==> config.mk <==
export PLATFORM = sky130hd
export DESIGN_NAME = mem_stage
export DESIGN_NICKNAME = d
export VERILOG_FILES = /design/src/rtl/mem_stage_pkg.sv /design/src/rtl/mem_extend.sv /design/src/rtl/mem_stage.sv
export SDC_FILE = /design/constraint.sdc
export NUM_CORES = 1
export LEC_CHECK = 0
export BUFFER_PORTS_ARGS = -buffer_cell sky130_fd_sc_hd__buf_2
export CAP_MARGIN = 10
export CORE_ASPECT_RATIO = 1.5
export CORE_MARGIN = 2
export CORE_UTILIZATION = 55
export DETAILED_ROUTE_END_ITERATION = 6
export HOLD_SLACK_MARGIN = 0.02
export PLACE_DENSITY = 0.82
export REMOVE_ABC_BUFFERS = 1
export SYNTH_ARGS = -nofsm -noshare
export SYNTH_HDL_FRONTEND = slang
export SYNTH_SLANG_ARGS = --single-unit
==> constraint.sdc <==
create_clock -name clk -period 7.76 [get_ports clk]
set_input_delay 1.552 -clock clk [delete_from_list [all_inputs] [get_ports clk]]
set_output_delay 1.552 -clock clk [all_outputs]
set_load 0.005 [all_outputs]
==> src/rtl/mem_stage_pkg.sv <==
// rtl/mem_stage_pkg.sv - shared EX/MEM defines: state encoding, access lengths, extension helper
package mem_stage_pkg;

    localparam int EX_DATA_W    = 32;
    localparam int EX_REG_IDX_W = 5;

    typedef enum logic [1:0] {
        ST_IDLE  = 2'd0,
        ST_LOAD  = 2'd1,
        ST_STORE = 2'd2,
        ST_DONE  = 2'd3
    } mem_state_e;

    localparam logic [2:0] LEN_BYTE = 3'd1;
    localparam logic [2:0] LEN_HALF = 3'd2;
    localparam logic [2:0] LEN_WORD = 3'd4;

    // Any length code other than byte/half is a full word.
    function automatic logic [2:0] norm_len(input logic [2:0] len);
        logic [2:0] r;
        case (len)
            LEN_BYTE: r = LEN_BYTE;
            LEN_HALF: r = LEN_HALF;
            default:  r = LEN_WORD;
        endcase
        return r;
    endfunction

    function automatic logic [EX_DATA_W-1:0] sign_extend(input logic [EX_DATA_W-1:0] raw,
                                                         input logic [2:0]           len,
                                                         input logic                 is_signed);
        logic [EX_DATA_W-1:0] r;
        case (norm_len(len))
            LEN_BYTE: r = {{24{is_signed & raw[7]}}, raw[7:0]};
            LEN_HALF: r = {{16{is_signed & raw[15]}}, raw[15:0]};
            default:  r = raw;
        endcase
        return r;
    endfunction

endpackage

==> src/rtl/mem_extend.sv <==
// rtl/mem_extend.sv - sign/zero extension of an assembled load value
module mem_extend
    import mem_stage_pkg::*;
(
    input  logic [31:0] raw,
    input  logic [2:0]  len,
    input  logic        is_signed,
    output logic [31:0] result
);

    assign result = sign_extend(raw, len, is_signed);

endmodule

==> src/rtl/mem_stage.sv <==
// rtl/mem_stage.sv - byte-serial load/store memory stage; MEM_MISALIGN_TRAP_EN adds misalign trap
module mem_stage
    import mem_stage_pkg::*;
(
    input  logic        clk,
    input  logic        rst,
    input  logic        load,
    input  logic        save,
    input  logic [31:0] sl_reg_address,
    input  logic [31:0] sl_data,
    input  logic [2:0]  sl_data_length,
    input  logic        sl_data_signed,
    input  logic        modify_flag,
    input  logic [31:0] modify_address,
    input  logic [31:0] modify_data,
    output logic [31:0] mem_a,
    output logic [7:0]  mem_dout,
    output logic        mem_wr,
    input  logic [7:0]  mem_din,
    output logic        stall_req,
`ifdef MEM_MISALIGN_TRAP_EN
    output logic        misalign,
`endif
    output logic        wb_flag,
    output logic [4:0]  wb_address,
    output logic [31:0] wb_data
);

    mem_state_e  state_q, state_d;
    logic [2:0]  k_q, k_d;
    logic [31:0] base_q, base_d;
    logic [2:0]  len_q, len_d;
    logic        sgn_q, sgn_d;
    logic [4:0]  dest_q, dest_d;
    logic [31:0] data_q, data_d;
    logic [31:0] asm_q, asm_d;
    logic        wb_flag_q, wb_flag_d;
    logic [4:0]  wb_address_q, wb_address_d;
    logic [31:0] wb_data_q, wb_data_d;

    logic [2:0]  req_len;
    logic        trap;
    logic [31:0] asm_fill;
    logic [31:0] ext_result;
    logic        unused_addr_bits;

    assign unused_addr_bits = ^modify_address[31:5];
    assign req_len          = norm_len(sl_data_length);

`ifdef MEM_MISALIGN_TRAP_EN
    assign trap = ((req_len == LEN_HALF) && sl_reg_address[0]) ||
                  ((req_len == LEN_WORD) && (sl_reg_address[1:0] != 2'b00));
`else
    assign trap = 1'b0;
`endif

    // Byte arriving this cycle merged into the little-endian assembly word.
    always_comb begin
        asm_fill = asm_q;
        asm_fill[{k_q[1:0], 3'b000} +: 8] = mem_din;
    end

    mem_extend u_extend (
        .raw       (asm_fill),
        .len       (len_q),
        .is_signed (sgn_q),
        .result    (ext_result)
    );

    always_ff @(posedge clk) begin
        if (!rst) begin
            state_q      <= ST_IDLE;
            k_q          <= '0;
            base_q       <= '0;
            len_q        <= LEN_WORD;
            sgn_q        <= 1'b0;
            dest_q       <= '0;
            data_q       <= '0;
            asm_q        <= '0;
            wb_flag_q    <= 1'b0;
            wb_address_q <= '0;
            wb_data_q    <= '0;
        end else begin
            state_q      <= state_d;
            k_q          <= k_d;
            base_q       <= base_d;
            len_q        <= len_d;
            sgn_q        <= sgn_d;
            dest_q       <= dest_d;
            data_q       <= data_d;
            asm_q        <= asm_d;
            wb_flag_q    <= wb_flag_d;
            wb_address_q <= wb_address_d;
            wb_data_q    <= wb_data_d;
        end
    end

    always_comb begin
        state_d      = state_q;
        k_d          = k_q;
        base_d       = base_q;
        len_d        = len_q;
        sgn_d        = sgn_q;
        dest_d       = dest_q;
        data_d       = data_q;
        asm_d        = asm_q;
        wb_flag_d    = wb_flag_q;
        wb_address_d = wb_address_q;
        wb_data_d    = wb_data_q;
        case (state_q)
            ST_IDLE: begin
                if (load || save) begin
                    wb_flag_d = 1'b0;
                    base_d    = sl_reg_address;
                    len_d     = req_len;
                    sgn_d     = sl_data_signed;
                    dest_d    = modify_address[4:0];
                    data_d    = sl_data;
                    asm_d     = '0;
                    if (trap) begin
                        state_d = ST_DONE;
                    end else if (load) begin
                        k_d     = 3'd0;
                        state_d = ST_LOAD;
                    end else begin
                        // Byte 0 is written this cycle, STORE continues from byte 1.
                        k_d     = 3'd1;
                        state_d = (req_len == LEN_BYTE) ? ST_DONE : ST_STORE;
                    end
                end else begin
                    wb_flag_d    = modify_flag;
                    wb_address_d = modify_address[4:0];
                    wb_data_d    = modify_data;
                end
            end
            ST_LOAD: begin
                asm_d = asm_fill;
                if (k_q == len_q - 3'd1) begin
                    state_d      = ST_DONE;
                    wb_flag_d    = 1'b1;
                    wb_address_d = dest_q;
                    wb_data_d    = ext_result;
                end else begin
                    k_d = k_q + 3'd1;
                end
            end
            ST_STORE: begin
                if (k_q == len_q - 3'd1) begin
                    state_d = ST_DONE;
                end else begin
                    k_d = k_q + 3'd1;
                end
            end
            ST_DONE: begin
                // Result was presented for exactly this cycle; don't repeat the writeback.
                state_d   = ST_IDLE;
                wb_flag_d = 1'b0;
            end
            default: state_d = ST_IDLE;
        endcase
    end

    always_comb begin
        mem_a     = '0;
        mem_dout  = '0;
        mem_wr    = 1'b0;
        stall_req = 1'b0;
        case (state_q)
            ST_IDLE: begin
                if (load || save) begin
                    stall_req = 1'b1;
                    if (!trap) begin
                        mem_a = sl_reg_address;
                        if (!load) begin
                            mem_dout = sl_data[7:0];
                            mem_wr   = 1'b1;
                        end
                    end
                end
            end
            ST_LOAD: begin
                stall_req = 1'b1;
                if (k_q != len_q - 3'd1) begin
                    mem_a = base_q + {29'd0, k_q} + 32'd1;
                end
            end
            ST_STORE: begin
                stall_req = 1'b1;
                mem_a     = base_q + {29'd0, k_q};
                mem_dout  = data_q[{k_q[1:0], 3'b000} +: 8];
                mem_wr    = 1'b1;
            end
            default: ;
        endcase
        if (!rst) begin
            mem_a    = '0;
            mem_dout = '0;
            mem_wr   = 1'b0;
        end
    end

`ifdef MEM_MISALIGN_TRAP_EN
    logic misalign_q, misalign_d;

    always_comb begin
        misalign_d = (state_q == ST_IDLE) && (load || save) && trap;
    end

    always_ff @(posedge clk) begin
        if (!rst) begin
            misalign_q <= 1'b0;
        end else begin
            misalign_q <= misalign_d;
        end
    end

    assign misalign = misalign_q;
`endif

    assign wb_flag    = wb_flag_q;
    assign wb_address = wb_address_q;
    assign wb_data    = wb_data_q;

endmodule

**Yosys cells after proc, flatten, opt, wreduce, memory -nomap -nowiden**

Index checks and enable logic that the tools add are counted.

- Bits in registers: 148
- Input port bits: 145
- Output and inout port bits: 80
- Word-level logic and storage cells: 88

- Add/sub/neg operators: 5
- Equality and inequality tests: 17
- Shift-type cells: 3
- Multiplexer cells: 38
- Bitwise gates (word level): 2
- Reduce and logical (&&, ||, !) cells: 12

Operators with widths:

| kind | number |
|---|---|
| 32-bit two-way mux | 6 |
| 32-bit case mux with 2 select lines | 3 |
| 32-bit case mux with 3 select lines | 1 |
| 32-bit by 1-bit adder with 32-bit output, second input constant | 1 |
| 32-bit by 3-bit adder with 32-bit output | 1 |
| 32-bit bitwise mux | 1 |
| 8-bit by 7-bit variable shift with 32-bit output, first input constant | 1 |
| 32-bit by 6-bit indexed part select with 8-bit output | 1 |
| 8-bit by 7-bit indexed part select with 32-bit output | 1 |
| 8-bit two-way mux | 3 |
| 3-bit case mux with 2 select lines | 3 |
| 8-bit case mux with 2 select lines | 1 |
| 3-bit by 1-bit == test with 1-bit output, second input constant | 4 |
| 5-bit two-way mux | 2 |
| 5-bit case mux with 2 select lines | 1 |
| 3-bit by 2-bit == test with 1-bit output, second input constant | 3 |
| 1-bit two-way mux | 8 |
| 2-bit != test, second input constant | 4 |
| 2-bit AND reduction | 4 |
| 5-bit negator with 7-bit output | 1 |
| 2-bit two-way mux | 3 |
| 3-bit two-way mux | 2 |
| 2-bit case mux with 3 select lines | 1 |
| 3-bit AND reduction | 2 |
| 15 further kinds | 19 |

**Depth between registers and ports, before layout**

Gate-level depths: netlist of run 1.

- Depth after elaboration: 7
- Mapped depth: 12
- Mapped depth without buffers: 11

**By module**

Synthesis of run 1 repeated with hierarchy kept, for this count alone.

- Cell total of the unflattened synthesis: 1195
- Area total of the unflattened synthesis: 9307.7 um^2

Modules (own cells, without submodules):

| module | times used | cells each | area each (um^2) |
|---|---|---|---|
| mem_stage | 1 | 1130 | 8908.5 |
| mem_extend | 1 | 65 | 399.1 |

**Worst setup path before layout of run 1**

OpenSTA, ideal clock, no wires.

- Kind: reg-to-output
- From: register k_q[1]
- To: output port mem_a[27]
- Arrival: 3.524 ns
- Path slack: 2.684 ns
- Cell stages (with the launch flop): 13
- Path buffers: 2
- Path through: dfxtp_1 -> clkbuf_1 -> inv_1 -> fa_1 -> nand2b_1 -> buf_6 -> a211o_1 -> nor4_1 -> o21ai_0 -> a221oi_1 -> and4_1 -> o21ai_0 -> a21bo_2

- Word-level cells in the longest chain between the ends: 5
- Elaborated cells between the ends (all ways): 6
- Classes of those cells: 2 x add/sub; 1 x eq/ne; 3 x mux

Ends and longest elaborated chain:

| what | line | RTL |
|---|---|---|
| start: declaration | mem_stage.sv:30 | `logic [2:0] k_q, k_d;` |
| start signal: assignment | mem_stage.sv:85 | `k_q <= k_d;` |
| 32-bit by 3-bit adder with 32-bit output | mem_stage.sv:184, mem_stage.sv:189 |  |
| 32-bit by 1-bit adder with 32-bit output | mem_stage.sv:184 | `mem_a = base_q + {29'd0, k_q} + 32'd1;` |
| 32-bit two-way mux | mem_stage.sv:183 | `if (k_q != len_q - 3'd1) begin` |
| 32-bit case mux with 3 select lines (*) | mem_stage.sv:168 | `case (state_q)` |
| 32-bit two-way mux (*) | mem_stage.sv:195 | `if (!rst) begin` |
| end: declaration | mem_stage.sv:16 | `output logic [31:0] mem_a,` |

Every way passes the cells marked *; elsewhere a longest branch is shown, timed or not.

**Worst setup path in the final report of run 1**

- From: register k_q[1]
- To: output port mem_a[10]

Same word-level chain as after synthesis.

==> metrics, run 1 <==
Clock Latency Late Sink=0.42 ns; total of max-cap violations=0; Hold Crit Start=wb_data[29]; fin crit period=6.55 ns; Slowest Stage Delay on Critical Path=0.81 ns; clock buffer depth=2; Reg-to-Reg End=wb_data[24]; DR pass1 iterations=7; setup violators final=0; critical path's top delay family=simple AND/OR/NAND/NOR gates; Util after Layout=65.8%; Antenna Nets Post-Route=0; Worst slew margin=19.1%; share of cells above drive strength 1=20.5%; post-synthesis sequential area ratio=31.5%; Reg2Reg Depth=10; static leakage=0.00437 uW; CP endpoint kind=output port; Hold Path Sink=wb_data[29]; largest net degree at the start of global routing=89; f_max=153 MHz; setup slack, reg-to-reg=4.10 ns; Int Pwr=1980 uW; Critical Path, Cell by Cell=inv_1 -> fa_1 -> nand2b_1 -> a211o_1 -> and2_1 -> nor3_1 -> nand3_1 -> xnor2_1 -> a222oi_1 -> nor2_1 -> buf_2; Post-Place Cells=1537; Initial Util=56.1%; async set-reset flop share out of synthesis=0%; setup bufs post-CTS=0; H-tree lvl count=4; die area=18200 um^2; sequential power share=32.0%; CP Buf/Inv Count=2; fill cell count=1455; initial antenna violation count=3; final hold viol count=0; Hold Path Depth=2; CTS tree=done; Root Driver=clkbuf_16; DP Wirelength=20000 um; Comb pwr share=42.7%; vias in the first global route=9431; crit start category=register; Yosys cell types=78; Cell Area, Synth=9400 um^2; drt drc=5; status=complete, but fails checks; final cell count without fillers=1572; VDD IR max=0.000244 V; wire per inst=17.9 um; Placer Congestion=0.981; Routed WL=28100 um; synth warn=0; DR vias/cell=6.07; Reg-to-Reg Start=k_q[1]; Setup crit start=k_q[1]; CP required=6.21 ns; fin area=11000 um^2; I/O pins=225; Area growth syn-to-layout=17.5%; Synth Register Bits=148; CTS clock-pin slew for the worst setup and hold paths=0.06 ns; clk_skew=0.00861 ns; FF/Latch Area=2960 um^2; post-route setup TNS=0 ns; nets=1513; Cells after Synth=1205; Die X=111 um; max-slew violations=0; NetSw=1440 uW; failing checks=DRC; fin crit share=84.3%; Power, Total=3420 uW; worst path arrival time=4.99 ns; row count=58; Worst-Margin Slew=1.21 ns; Resize count post-CTS=0; Crit-path slowest cell=dfxtp_1; top_reg_cell synth=dfxtp_1; DRT iter0 DRCs=712; Worst Path Max Fanout=15; # clock sinks=148; WS Path Type=reg -> out; via count=9539; syn avg cell area=7.80 um^2; share of total power in the clock network=25.2%; RSZ-0062 raised after global routing=no; Worst Hold Class=reg -> reg; port bufs=197; Remaining Overflow, GRT=0; TritonCTS Buffers=17; switch share=42.0%; die height=164 um; Post-CTS Hold Buffers=0; area of the multi-input gates=6020 um^2; Post-DP Area=10400 um^2; core area=16800 um^2; total track usage=30.1%; Pwr Density=310 nW/um^2; number of enable flip-flop cells after synthesis=0; global-route wire length before repair=44800 um
## layer usage
metal | GRT usage [%] | share of wire (%) | up-vias
met5 | 0 | 0.046 | -
met4 | 18.9 | 4.9 | 2
met3 | 5.06 | 6.3 | 110
met2 | 55.2 | 52 | 443
met1 | 31.9 | 37 | 4448
li1 | - | - | 4536
## logic make-up after synthesis
family | synth area share (%)
AO/OA/AOI/OAI | 27.3
XOR/XNOR | 4.81
adder cells (fa/ha/maj) | 2.88
buffers and inverters | 4.83
flip-flops | 31.5
multiplexers | 2.80
AND/OR/NAND/NOR | 25.9
## worst max-delay path by stage
stage                end  slack (ns)  cells after the start
3_3_place_gp   mem_a[27]        1.79                     11
3_5_place_dp   mem_a[24]        1.72                     11
6_report       mem_a[10]        1.21                     11
2_1_floorplan  mem_a[29]        0.77                      5
5_1_grt        mem_a[27]        0.96                     11
4_1_cts        mem_a[24]        1.26                     11
## area by class of cell
cell class                 instances  share of cell area (%)
antenna                            2                  0.0453
clock buffer                      19                    3.92
clock inverter                    13                    1.59
inverter                          29                   0.986
multi-input combinational        943                    54.5
sequential                       148                    26.8
tap                              210                    2.38
timing repair buffer             208                    9.70
## state kept, by name (all words and copies together), names as in the netlist
signal,count
state_q,2
dest_q,5
len_q,3
asm_q,32
sgn_q,1
k_q,3
wb_data,32
data_q,32
wb_flag,1
wb_address,5
base_q,32
## cells in the mapped netlist, drive strengths merged (4+ instances only)
cell type / n / share of area, %
nand2: 249 / 9.9
dfxtp: 148 / 32
a21boi: 105 / 8.4
nor2b: 88 / 5.9
a21oi: 66 / 3.6
clkbuf: 66 / 2.6
nor2: 61 / 2.4
a22oi: 36 / 2.9
o21ai: 35 / 1.9
nand3: 30 / 1.7
inv: 29 / 1.2
o221ai: 28 / 2.6
xnor2: 28 / 2.6
xor2: 21 / 2.2
ha: 20 / 2.7
buf: 19 / 1.0
nand4: 16 / 1.2
nor3: 13 / 0.87
o211ai: 12 / 0.96
a31oi: 10 / 0.67
nand2b: 9 / 0.60
nor4: 9 / 0.83
mux4: 8 / 1.9
a21o: 7 / 0.56
and2: 7 / 0.47
a222oi: 6 / 0.64
and3: 6 / 0.40
and4: 6 / 0.56
mux2i: 6 / 0.64
a2111oi: 5 / 1.1
a211o: 5 / 0.47
o211a: 5 / 0.53
o21a: 5 / 0.40
a31o: 4 / 0.37
o21bai: 4 / 0.32
## worst reg2reg max path: cells and delay by family, from the launching register on
family | cells | cell delay (ns)
flops | 1 | 0.81
fa+ha+maj | 1 | 0.42
simple gates | 1 | 0.28
compound gates | 5 | 1.31
buf+inv | 3 | 0.77
## layout by cell type (no fill, tap or decap), types with 18 or more instances in the layout
cell,n
inv_1,29
a21oi_1,64
nand2_1,249
xnor2_1,28
buf_2,196
a21boi_0,105
nand3_1,28
nor2_1,60
nor2b_1,88
o21ai_0,27
a22oi_1,36
o221ai_1,28
ha_1,19
dfxtp_1,148
xor2_1,18
## metrics by stage
step / hold slack (ns) / setup WS, ns
3_5_place_dp: 0.454 / 1.72
5_1_grt: 0.483 / 0.956
4_1_cts: 0.463 / 1.26
6_report: 0.459 / 1.21
2_1_floorplan: 0.439 / 0.773
3_3_place_gp: 0.448 / 1.79
## power by group through the flow
stage               logic [uW]  registers (uW)  clock network, uW
floorplan                  920            1090                  0
global placement          1420            1100                  0
CTS                       1450            1090                872
detailed placement        1440            1110                  0
global route              1620            1120                900
finish                    1460            1100                862
(Power assumes the default switching activity.)
==> inputs of run 2 (changes only) <==
Settings changed: CORE_UTILIZATION 55 to 50, PLACE_DENSITY 0.82 to 0.78.
Clock period 7.76 ns to 5.72 ns, I/O delays scaled along.
==> run 2 against run 1 <==
  * The flow still finishes with violations (DRC)
  * Non-clock buffer count increased by 4
  * Critical path depth increased by 1
  * Sequential share of layout area decreased by 0.14 points
  * Sequential power increased by 34%
  * Utilization decreased by 5.8 points
  * Sequential cell count unchanged
  * Via count increased by 0.39%
  * Die area increased by 9.7%
  * Global-route usage decreased by 2.0 points
  * Largest power group unchanged
  * Highest routed layer is now met4
==> metrics, run 2 (synthesis gave the netlist of run 1 again) <==
status=complete, but fails checks (unchanged); failing checks=DRC (unchanged); Resize count post-CTS=0 (unchanged); Root Driver=clkbuf_16 (unchanged); final hold viol count=0 (unchanged); DR pass1 iterations=7 (unchanged); worst path arrival time=4.21 ns (was 4.99 ns); Antenna Nets Post-Route=0 (unchanged); Worst Hold Class=reg -> reg (unchanged); switch share=43.1% (was 42.0%); sequential power share=32.2% (was 32.0%); Routed WL=28200 um (was 28100 um); Comb pwr share=43.4% (was 42.7%); setup bufs post-CTS=0 (unchanged); Area growth syn-to-layout=18.1% (was 17.5%); Post-DP Area=10500 um^2 (was 10400 um^2); dpl ws=0.769 ns (was 1.72 ns); Post-CTS Hold Buffers=0 (unchanged); I/O pins=225 (unchanged); RSZ-0062 raised after global routing=no (unchanged); crit start category=register (unchanged); drt drc=1 (was 5); CP required=4.58 ns (was 6.21 ns); port bufs=197 (unchanged); WS Path Type=reg -> out (unchanged); max-slew violations=0 (unchanged); nets=1517 (was 1513); clock buffer depth=2 (unchanged); fin area=11100 um^2 (was 11000 um^2); NetSw=1970 uW (was 1440 uW); # clock sinks=148 (unchanged); CTS tree=done (unchanged); fin crit share=93.5%; global-route wire length before repair=44200 um (was 44800 um); CP endpoint kind=output port (unchanged); Worst-Margin Slew=1.20 ns (was 1.21 ns); share of cells above drive strength 1=20.8% (was 20.5%); CTS clock-pin slew for the worst setup and hold paths=0.07 ns (was 0.06 ns); largest net degree at the start of global routing=102 (was 89); Die X=116 um (was 111 um); total track usage=28.0% (was 30.1%); row count=61 (was 58); Worst slew margin=20.1% (was 19.1%); H-tree lvl count=4 (unchanged); VDD IR max=0.000300 V (was 0.000244 V); Worst Path Max Fanout=8 (was 15); wire per inst=17.4 um (was 17.9 um); TritonCTS Buffers=17 (unchanged); share of total power in the clock network=24.4% (was 25.2%); most common cell after layout, fill and taps aside=nand2_1 (unchanged); f_max=187 MHz; Remaining Overflow, GRT=0 (unchanged); DR vias/cell=5.92 (was 6.07); Placer Congestion=0.969 (was 0.981); clk_skew=0.0108 ns (was 0.00861 ns); setup violators final=0 (unchanged); final worst-path setup slack=0.369 ns (was 1.21 ns); DRT iter0 DRCs=842 (was 712); Initial Util=50.9% (was 56.1%); static leakage=0.00436 uW (was 0.00437 uW); core area=18500 um^2 (was 16800 um^2); Pwr Density=413 nW/um^2 (was 310 nW/um^2); commonest non-fill, non-tap cells in the layout=nand2_1, buf_2, dfxtp_1 (unchanged); via count=9576 (was 9539); total of max-cap violations=0 (unchanged); vias in the first global route=9139 (was 9431); DP Wirelength=20000 um (about the same); die height=172 um (was 164 um); Hold WS=0.462 ns (was 0.459 ns); Int Pwr=2610 uW (was 1980 uW); initial antenna violation count=2 (was 3); fin crit period=5.35 ns; die area=19900 um^2 (was 18200 um^2); Clock Latency Late Sink=0.43 ns (was 0.42 ns)
-- run 2: per-stage QoR --
step / cells / total power (uW) / setup TNS, ns / util (%)
after CTS: 1615 / 4580 / 0 / 60.0
after global routing: 1618 / 4890 / 0 / 60.1
final: 1618 / 4580 / 0 / 60.1
after floorplan: 1120 / 2730 / -2.55 / -
after global placement: 1583 / 3420 / 0 / 56.8
after detailed placement: 1583 / 3470 / 0 / 56.8
-- run 2: per-layer routing --
layer / up-vias / track usage [%] / wire length (um)
li1: 4539 / - / -
met1: 4500 / 30.8 / 10500
met2: 430 / 51.0 / 14600
met3: 107 / 4.98 / 1940
met4: 0 / 14.1 / 1150
met5: - / 0 / 0
-- run 2: power by group through the flow --
stage	combinational (uW)	clock, uW	sequential (uW)
after floorplan	1250	0	1480
after global placement	1940	0	1480
after detailed placement	1980	0	1490
after CTS	1980	1130	1470
after global routing	2220	1160	1510
final	1990	1120	1470
-- run 2: layout make-up --
cell class	count	area (um^2)
clock buffers	19	433
multi-input cells	943	6020
diodes	2	5.00
repair buffers	212	1100
clock inverters	13	145
inverters	29	109
fillers	1732	7370
flip-flops and latches	148	2960
well taps	252	315
-- run 2: worst max-delay path, cell delays in order, from the launching register on --
cell and delay, ns:
dfxtp_1 0.34, ha_1 0.20, inv_1 0.06, fa_1 0.43, nand2b_1 0.36, a211o_1 0.42, a2111oi_4 0.56, nand2_1 0.20
nor4_4 0.43, xor2_1 0.15, a222oi_1 0.39, nor2_1 0.09, buf_2 0.15
-- run 2: worst paths after layout --
kind                       to  cells past startpoint        from  slack, ns
setup / recovery    mem_a[15]                     12      k_q[0]       0.37
hold / removal     data_q[28]                      2  data_q[28]       0.46
setup reg to reg  wb_data[27]                     10      k_q[0]       2.15
hold reg to reg    data_q[28]                      2  data_q[28]       0.46
==> inputs of run 3 (changes only) <==
--- a/config.mk
+++ b/config.mk
@@ -9,5 +9,5 @@
 export CAP_MARGIN = 10
 export CORE_ASPECT_RATIO = 1.5
-export CORE_MARGIN = 2
+export CORE_MARGIN = 1
 export CORE_UTILIZATION = 50
 export DETAILED_ROUTE_END_ITERATION = 6
@@ -15,4 +15,5 @@
 export PLACE_DENSITY = 0.78
 export REMOVE_ABC_BUFFERS = 1
+export SKIP_LAST_GASP = 1
 export SYNTH_ARGS = -nofsm -noshare
 export SYNTH_HDL_FRONTEND = slang
==> constraint.sdc (replaced) <==
create_clock -name clk -period 5.72 [get_ports clk]
set_input_delay 1.144 -clock clk [delete_from_list [all_inputs] [get_ports clk]]
set_output_delay 1.144 -clock clk [all_outputs]
set_load 0.02 [all_outputs]
==> run 3 against run 2 <==
  * The run still ends with DRC left
  * Sequential power about the same
  * Utilization about the same
  * Non-clock buffer count up 3
  * Combinational power up 11%
  * Sequential share of layout area about the same
  * Sequential cell count unchanged
  * Wire length down 1.2%
  * Register-to-register slack better by 0.10 ns
  * Critical path depth unchanged
  * Clock-buffer cell count up 3
  * Maximum frequency down 1.7%
  * Critical endpoint is now mem_a[31]
  * Largest cell class unchanged
  * Largest power group unchanged
  * Highest routed layer unchanged
==> metrics, run 3 (synthesis gave the netlist of run 1 again) <==
status=complete, but fails checks (unchanged); failing checks=DRC (unchanged); core area=18500 um^2 (unchanged); clk_skew=0.00287 ns (was 0.0108 ns); commonest non-fill, non-tap cells in the layout=nand2_1, buf_2, dfxtp_1 (unchanged); global-route wire length before repair=45100 um (was 44200 um); DR pass1 iterations=7 (unchanged); CP Buf/Inv Count=2 (unchanged); # clock sinks=148 (unchanged); DP Wirelength=20000 um (about the same); fill cell count=1743 (was 1732); RSZ-0062 raised after global routing=no (unchanged); setup bufs post-CTS=0 (unchanged); Post-CTS Hold Buffers=0 (unchanged); Die X=114 um (was 116 um); Resize count post-CTS=0 (unchanged); die height=170 um (was 172 um); VDD IR max=0.000311 V (was 0.000300 V); CP endpoint kind=output port (unchanged); crit start category=register (unchanged); Reg2Reg Depth=11 (was 10); WS Path Type=reg -> out (unchanged); max-slew violations=0 (unchanged); static leakage=0.00438 uW (was 0.00436 uW); Routed WL=27900 um (was 28200 um); Root Driver=clkbuf_16 (unchanged); largest net degree at the start of global routing=80 (was 102); f_max=184 MHz (was 187 MHz); total track usage=29.4% (was 28.0%); Util after Layout=60.1% (about the same); fin crit period=5.44 ns (was 5.35 ns); Critical Path, Cell by Cell=ha_1 -> inv_1 -> fa_1 -> nand2b_1 -> a2111oi_4 -> xnor2_1 -> a2bb2oi_1 -> nor2_1 -> nand3_1 -> or4_1 -> nand2_1 -> buf_2 (was ha_1 -> inv_1 -> fa_1 -> nand2b_1 -> a211o_1 -> a2111oi_4 -> nand2_1 -> nor4_4 -> xor2_1 -> a222oi_1 -> nor2_1 -> buf_2); die area=19400 um^2 (was 19900 um^2); share of cells above drive strength 1=20.8% (about the same); most common cell after layout, fill and taps aside=nand2_1 (unchanged); Crit-path slowest cell=a2111oi_4 (unchanged); DRT iter0 DRCs=596 (was 842); I/O pins=225 (unchanged); Worst-Margin Slew=1.17 ns (was 1.20 ns); critical path's top delay family=simple AND/OR/NAND/NOR gates (was compound AO/OA/AOI/OAI gates); via count=9409 (was 9576); setup violators final=0 (unchanged); Pwr Density=430 nW/um^2 (was 413 nW/um^2); Remaining Overflow, GRT=0 (unchanged); row count=61 (unchanged); CTS tree=done (unchanged); Antenna Nets Post-Route=0 (unchanged); Initial Util=50.9% (unchanged); drt drc=3 (was 1); clock buffer depth=2 (unchanged); Worst Hold Class=reg -> reg (unchanged); worst path arrival time=4.30 ns (was 4.21 ns); initial antenna violation count=0 (was 2); Worst slew margin=21.5% (was 20.1%); TritonCTS Buffers=17 (unchanged); Worst Path Max Fanout=8 (unchanged); port bufs=197 (unchanged); Hold Path Depth=2 (unchanged); H-tree lvl count=4 (unchanged); CTS clock-pin slew for the worst setup and hold paths=0.06 ns (was 0.07 ns); total of max-cap violations=0 (unchanged); nets=1520 (was 1517); Clock Latency Late Sink=0.43 ns (about the same); DR vias/cell=5.81 (was 5.92); Crit. path cell count=12 (unchanged); fin crit share=95.2% (was 93.5%); Placer Congestion=0.989 (was 0.969); Slowest Stage Delay on Critical Path=0.69 ns (was 0.56 ns); vias in the first global route=9269 (was 9139); final hold viol count=0 (unchanged); Area growth syn-to-layout=18.1% (about the same); post-route setup TNS=0 ns (unchanged); Antenna Cells=0 (was 2); wire per inst=17.2 um (was 17.4 um); CP required=4.58 ns (about the same)
==> run 3: power breakdown <==
part           total (uW)  switching, uW  internal, uW
clock network        1090            442           649
logic                2210           1480           726
registers            1470            196          1280
total                4770           2120          2650
==> run 3: worst reg2reg max path, stage by stage, from the launching register on <==
cell      delay [ns]
dfxtp_1         0.35
buf_4           0.31
inv_1           0.16
ha_1            0.38
nor4bb_1        0.27
buf_4           0.21
a21oi_1         0.13
o21ai_1         0.56
o21bai_1        0.33
buf_4           0.29
o221ai_1        0.15
a21boi_0        0.25
==> run 3: path summary, 6_finish.rpt <==
path                                  from     endpoint  slack, ns
worst min register to register  wb_data[1]   wb_data[1]       0.46
worst min-delay path            wb_data[1]   wb_data[1]       0.46
worst max register to register      k_q[0]  wb_data[22]       2.25
worst max-delay path                k_q[0]    mem_a[31]       0.28
==> run 3: routing by layer <==
metal / track usage (%) / vias up / part of all wire (%)
met1: 31.0 / 4393 / 38
li1: - / 4541 / -
met3: 6.45 / 90 / 6.0
met5: 0 / - / 0
met4: 16.5 / 0 / 4.3
met2: 53.4 / 385 / 52
==> run 3: stage by stage <==
stage | power [uW] | std cells | hold WS [ns] | instance area, um^2 | setup slack (ns)
after floorplan | 2940 | 1120 | 0.439 | 9050 | -0.539
after global placement | 3640 | 1586 | 0.447 | 10500 | 0.784
after detailed placement | 3680 | 1586 | 0.453 | 10500 | 0.721
after CTS | 4780 | 1618 | 0.462 | 11100 | 0.232
after global routing | 5080 | 1619 | 0.480 | 11100 | 0.0321
final | 4770 | 1619 | 0.459 | 11100 | 0.277
==> run 3: area by class of cell <==
cell class / count / area, um^2 / share of cell area, %
multi-input cells: 943 / 6020 / 54.3
repair buffers: 215 / 1120 / 10.1
inverters: 29 / 109 / 0.981
well taps: 252 / 315 / 2.84
flip-flops and latches: 148 / 2960 / 26.7
clock inverters: 10 / 108 / 0.970
clock buffers: 22 / 454 / 4.09
